**src/rtl/stats_telemetry_tx.sv**
```systemverilog
// Telemetry framer: snapshots the pet stats into an 11-byte frame and streams it over valid/ready.
// Define TELEMETRY_CRC8_EN to replace the XOR checksum in byte 10 with CRC-8 (poly 0x07).
module stats_telemetry_tx #(
  parameter logic [7:0]  HEADER       = 8'hA5,
  parameter int unsigned PERIOD_TICKS = 1
) (
  input  logic       clk,
  input  logic       rst_n,
  input  logic       second_tick,
  input  logic [4:0] hunger,
  input  logic [4:0] happiness,
  input  logic [4:0] health,
  input  logic [4:0] hygiene,
  input  logic [4:0] energy,
  input  logic [4:0] social,
  input  logic [7:0] status,
  input  logic       is_sleeping,
  output logic [7:0] tx_data,
  output logic       tx_valid,
  input  logic       tx_ready,
  output logic       busy,
  output logic       overrun,
  output logic [7:0] frames_sent
);

  typedef enum logic {IDLE, SEND} state_t;

  localparam logic [7:0] LAST_TICK = 8'(PERIOD_TICKS - 1);
  localparam logic [3:0] LAST_IDX  = 4'd10;

  state_t     state, state_nxt;
  logic [7:0] tick_cnt;
  logic       pending;
  logic       overrun_q;
  logic [7:0] seq;
  logic [7:0] frames_cnt;
  logic [3:0] byte_idx;
  logic [7:0] csum;
  logic [7:0] csum_nxt;

  logic [4:0] snap_hunger, snap_happiness, snap_health;
  logic [4:0] snap_hygiene, snap_energy, snap_social;
  logic [7:0] snap_status;
  logic       snap_sleep;

  logic       trigger;
  logic       start;
  logic       hs;
  logic       last_hs;
  logic [7:0] cur_byte;

`ifdef TELEMETRY_CRC8_EN
  function automatic logic [7:0] crc8_step(input logic [7:0] crc, input logic [7:0] data);
    logic [7:0] c;
    c = crc ^ data;
    for (int unsigned i = 0; i < 8; i++) begin
      c = c[7] ? ((c << 1) ^ 8'h07) : (c << 1);
    end
    return c;
  endfunction
`endif

  assign trigger = second_tick && (tick_cnt == LAST_TICK);
  assign start   = (state == IDLE) && (trigger || pending);
  assign hs      = (state == SEND) && tx_ready;
  assign last_hs = hs && (byte_idx == LAST_IDX);

  // Frame byte selection is purely from the snapshot so mid-frame input changes cannot leak in.
  always_comb begin
    cur_byte = '0;
    case (byte_idx)
      4'd0:    cur_byte = HEADER;
      4'd1:    cur_byte = seq;
      4'd2:    cur_byte = {3'b000, snap_hunger};
      4'd3:    cur_byte = {3'b000, snap_happiness};
      4'd4:    cur_byte = {3'b000, snap_health};
      4'd5:    cur_byte = {3'b000, snap_hygiene};
      4'd6:    cur_byte = {3'b000, snap_energy};
      4'd7:    cur_byte = {3'b000, snap_social};
      4'd8:    cur_byte = snap_status;
      4'd9:    cur_byte = {7'b0000000, snap_sleep};
      4'd10:   cur_byte = csum;
      default: cur_byte = '0;
    endcase
  end

  always_comb begin
`ifdef TELEMETRY_CRC8_EN
    csum_nxt = crc8_step(csum, cur_byte);
`else
    csum_nxt = csum ^ cur_byte;
`endif
  end

  always_comb begin
    state_nxt = state;
    case (state)
      IDLE:    if (start)   state_nxt = SEND;
      SEND:    if (last_hs) state_nxt = IDLE;
      default: state_nxt = IDLE;
    endcase
  end

  assign tx_valid    = (state == SEND);
  assign busy        = (state == SEND);
  assign tx_data     = (state == SEND) ? cur_byte : '0;
  assign overrun     = overrun_q;
  assign frames_sent = frames_cnt;

  always_ff @(posedge clk) begin
    if (!rst_n) begin
      state          <= IDLE;
      tick_cnt       <= '0;
      pending        <= 1'b0;
      overrun_q      <= 1'b0;
      seq            <= '0;
      frames_cnt     <= '0;
      byte_idx       <= '0;
      csum           <= '0;
      snap_hunger    <= '0;
      snap_happiness <= '0;
      snap_health    <= '0;
      snap_hygiene   <= '0;
      snap_energy    <= '0;
      snap_social    <= '0;
      snap_status    <= '0;
      snap_sleep     <= 1'b0;
    end else begin
      state <= state_nxt;
      if (second_tick) begin
        tick_cnt <= trigger ? '0 : tick_cnt + 8'd1;
      end
      if (start) begin
        snap_hunger    <= hunger;
        snap_happiness <= happiness;
        snap_health    <= health;
        snap_hygiene   <= hygiene;
        snap_energy    <= energy;
        snap_social    <= social;
        snap_status    <= status;
        snap_sleep     <= is_sleeping;
        byte_idx       <= '0;
        csum           <= '0;
        // A fresh trigger coinciding with a pending start stays queued rather than vanishing.
        pending        <= pending && trigger;
      end else if (state == SEND) begin
        if (trigger) begin
          if (pending) overrun_q <= 1'b1;
          else         pending   <= 1'b1;
        end
        if (hs) begin
          if (byte_idx >= 4'd1 && byte_idx <= 4'd9) csum <= csum_nxt;
          if (last_hs) begin
            byte_idx   <= '0;
            seq        <= seq + 8'd1;
            frames_cnt <= frames_cnt + 8'd1;
          end else begin
            byte_idx <= byte_idx + 4'd1;
          end
        end
      end
    end
  end

endmodule

```
**config.mk**
```make
export PLATFORM = sky130hd
export DESIGN_NAME = stats_telemetry_tx
export DESIGN_NICKNAME = d
export VERILOG_FILES = /design/src/rtl/stats_telemetry_tx.sv
export SDC_FILE = /design/constraint.sdc
export NUM_CORES = 1
export LEC_CHECK = 0
export ABC_AREA = 1
export CAP_MARGIN = 20
export CORE_MARGIN = 10
export CORE_UTILIZATION = 29
export DETAILED_ROUTE_END_ITERATION = 12
export PLACE_DENSITY = 0.55
export SLEW_MARGIN = 20
export SYNTH_ARGS = -nofsm -noshare
export SYNTH_HDL_FRONTEND = slang
export SYNTH_SLANG_ARGS = --single-unit
```
**constraint.sdc**
```tcl
create_clock -name clk -period 2.8 [get_ports clk]
set_clock_uncertainty 0.05 [all_clocks]
set_input_delay 0.84 -clock clk [delete_from_list [all_inputs] [get_ports clk]]
set_output_delay 0.84 -clock clk [all_outputs]
set_load 0.005 [all_outputs]
```
==> out/metrics.csv <==
stage,metric,value,unit
status,status,completed,
detailed_routing,via_per_inst,4.68,
sta,period_minus_slack,2.73,ns
detailed_routing,routed_wl,11.3,mm
finish,design_area,5290,sq um
finish,most-common-layout-cells,"nor2_1 (112), nand2_1 (88), dfxtp_1 (74)",
placement,dp_hpwl,8.49,mm
power_and_ir_drop,switching_share,0.244,
power_and_ir_drop,clockPowerShare,0.440,
logic_synthesis,syn-num-nets,611,
sta,whs,0.422,ns
grt,grt_pass1_vias,3859,
finish,layout-drive-gt1-share,0.161,
floorplanning,die_area,18600,sq um
setup_path,path_cells,buf_4 -> ha_2 -> buf_6 -> nand4_1 -> nand2_1 -> nor2_1 -> a31oi_1 -> clkdlybuf4s15_2,
finish,areaGrowthSynthToFinish,34.3,%
setup_path,cpPeakStageDelay,0.38,ns
setup_path,cp.required,1.91,ns
finish,final_common_cell,nor2_1,
logic_synthesis,synth-edff-count,0,
floorplanning,core,13300,sq um
sta,finalHoldViolations,0,
logic_synthesis,ys.warnings.count,0,
logic_synthesis,ys_types,36,
grt,overflow,0,
cts,h-tree-depth,3,
detailed_routing,post_drt_wl_per_cell,13.8,um
grt,antenna_found_initial,0,
power_and_ir_drop,pwr-share-comb,0.129,
sta,postLayoutSetupSlackWorst,0.0748,ns
detailed_routing,drt_iter0_markers,333,
placement,place.port_buffers,61,
power_and_ir_drop,vdd_drop_max,0.281,mV
logic_synthesis,ys.flop_type,dfxtp_1,
logic_synthesis,ys_ff_latch,78,
sta,final_max_slew_viol_count,0,
sta,max_freq,0.367,GHz
logic_synthesis,syn_area_per_cell,7.04,sq um
cts,clk_pin_slew,0.06,ns
sta,slew_headroom,0.693,
setup_path,crit_fanout,6,
setup_path,end_kind,primary output,
flow_run,maxCapViolCount,0,
sta,fin_tns_setup,0,ns
logic_synthesis,synthCells,559,
power_and_ir_drop,seqPwrFrac,0.432,
setup_path,cp_slowest_cell,dfxtp_4,
detailed_routing,drt-pass1-iter-count,5,
setup_path,path_class,reg -> out,
sta,min_period_over_period,0.973,
logic_synthesis,syn_area,3940,sq um
power_and_ir_drop,power_density,546,nW/um^2
worst_hold_path,hp-class,reg -> reg,
grt,grt_max_degree,40,
power_and_ir_drop,power,2.88,mW
detailed_routing,route.detailed.drc,0,
floorplanning,die_h,137,um
power_and_ir_drop,power_switching,0.704,mW
cts,cts_root_buf,clkbuf_16,
sta,worstMarginPinSlew,0.460,ns
setup_path,crit_path_start_kind,flop,
placement,placed_area,4810,sq um
placement,gp_congestion,0.876,
power_and_ir_drop,power.internal,2.18,mW
logic_synthesis,seq_area_frac_synth,0.397,
cts,cts.sinks,78,
sta,finalSetupViolCount,0,
setup_path,cp_data_arrival_time,1.84,ns
cts,cts_tree,done,
placement,post-place-cells,795,
finish,finalNonFillerCells,817,
finish,diodes,0,
cts,clk_latency,0.34,ns
finish,fin_nets,689,
floorplanning,initial_core_util,0.296,
floorplanning,die-width,137,um
floorplanning,rows,42,
cts,clock_path_buffers,2,
grt,grt_pass1_wl,18.7,mm
logic_synthesis,async_flop_share,0,
detailed_routing,detail-route-antenna-nets,0,
placement,place_ws,-0.0314,ns
cts,cts_buffers,9,
detailed_routing,vias,3823,
finish,utilization,0.398,
power_and_ir_drop,p_leak,2.17,nW
floorplanning,io_pins,62,
grt,track_usage,0.125,
critical path: cells and delay by family, from the launching register on:
| kind | cells | cell delay [ns] |
|---|---|---|
| buffers and inverters | 3 | 0.49 |
| flip-flops | 1 | 0.38 |
| AND/OR/NAND/NOR | 3 | 0.25 |
| adder cells (fa/ha/maj) | 1 | 0.20 |
| AO/OA/AOI/OAI | 1 | 0.18 |
power by group through the flow:
stage | Sequential, mW | Clock [mW] | Combinational [mW]
3_5_place_dp | 1.27 | 0 | 0.367
4_1_cts | 1.24 | 1.30 | 0.375
5_1_grt | 1.25 | 1.34 | 0.426
3_3_place_gp | 1.27 | 0 | 0.361
6_report | 1.25 | 1.27 | 0.371
2_1_floorplan | 1.25 | 0 | 0.218
final cells by class:
type                            count  area, sq um
Fill cell                        1413         8010
Tap cell                          176          220
Clock buffer                       11          253
Inverter                           47          186
Sequential cell                    78         1570
Clock inverter                      4         70.1
Multi-Input combinational cell    403         2070
Timing Repair Buffer               98          918
synth_stat cells, types with 3 or more instances:
library cell / count / area, sq um
dfxtp_1: 78 / 1560
nor2_2: 4 / 25.0
nor2_1: 118 / 443
o21a_1: 3 / 22.5
inv_1: 43 / 161
clkbuf_1: 10 / 37.5
o21ai_0: 45 / 225
o21bai_1: 3 / 22.5
a21oi_1: 23 / 115
ha_1: 9 / 113
nor3_1: 12 / 60.1
nand2_1: 91 / 342
buf_2: 8 / 40.0
o21ai_1: 3 / 15.0
nand3_1: 39 / 195
a31oi_1: 3 / 18.8
nand4_1: 24 / 150
nand3_2: 3 / 30.0
buf_6: 9 / 101
buf_4: 3 / 22.5
a21oi_2: 6 / 52.6
xor2_1: 4 / 35.0
registers in the layout, indices dropped and copies added (netlist names):
| signal | flops |
|---|---|
| snap_social | 5 |
| pending | 1 |
| frames_sent | 8 |
| byte_idx | 4 |
| snap_sleep | 1 |
| busy | 1 |
| seq | 8 |
| snap_happiness | 5 |
| overrun | 1 |
| snap_status | 8 |
| snap_energy | 5 |
| tick_cnt | 8 |
| snap_hygiene | 5 |
| csum | 8 |
| snap_hunger | 5 |
| snap_health | 5 |
path summary, 6_finish.rpt:
path                                  from                     endpoint  slack [ns]  cells past startpoint
setup / recovery  byte_idx[1]$_SDFFE_PP0P_                   tx_data[2]        0.07                      8
hold / removal        csum[3]$_SDFFE_PP0P_         csum[3]$_SDFFE_PP0P_        0.42                      2
setup reg to reg  byte_idx[0]$_SDFFE_PP0P_  frames_sent[7]$_SDFFE_PN0P_        0.63                     12
hold reg to reg       csum[3]$_SDFFE_PP0P_         csum[3]$_SDFFE_PP0P_        0.42                      2
timing repair:
item	in CTS	in global routing
setup endpoints to repair	8	6
buffers inserted	5	1
hold endpoints to repair	0	0
resized for setup	46	12
pin swaps	14	11
gates cloned	1	0
hold buffers	0	0
per-layer routing:
metal  global-route usage  vias up  part of all wire
li1                     -     1980                 -
met2                0.213       83              0.48
met3               0.0414       13             0.057
met1                0.146     1747              0.45
met4               0.0343        0             0.012
met5                    0        -                 0
cells by family (layout without fill, tap and decap cells):
| family | after synthesis | after routing | share of synthesized area |
|---|---|---|---|
| adder cells (fa/ha/maj) | 9 | 9 | 0.0286 |
| AO/OA/AOI/OAI | 91 | 91 | 0.132 |
| buffers and inverters | 78 | 160 | 0.0982 |
| AND/OR/NAND/NOR | 298 | 298 | 0.334 |
| XOR/XNOR | 5 | 5 | 0.0111 |
| flip-flops | 78 | 78 | 0.397 |
Note: power is estimated with default switching activity, not from simulation.
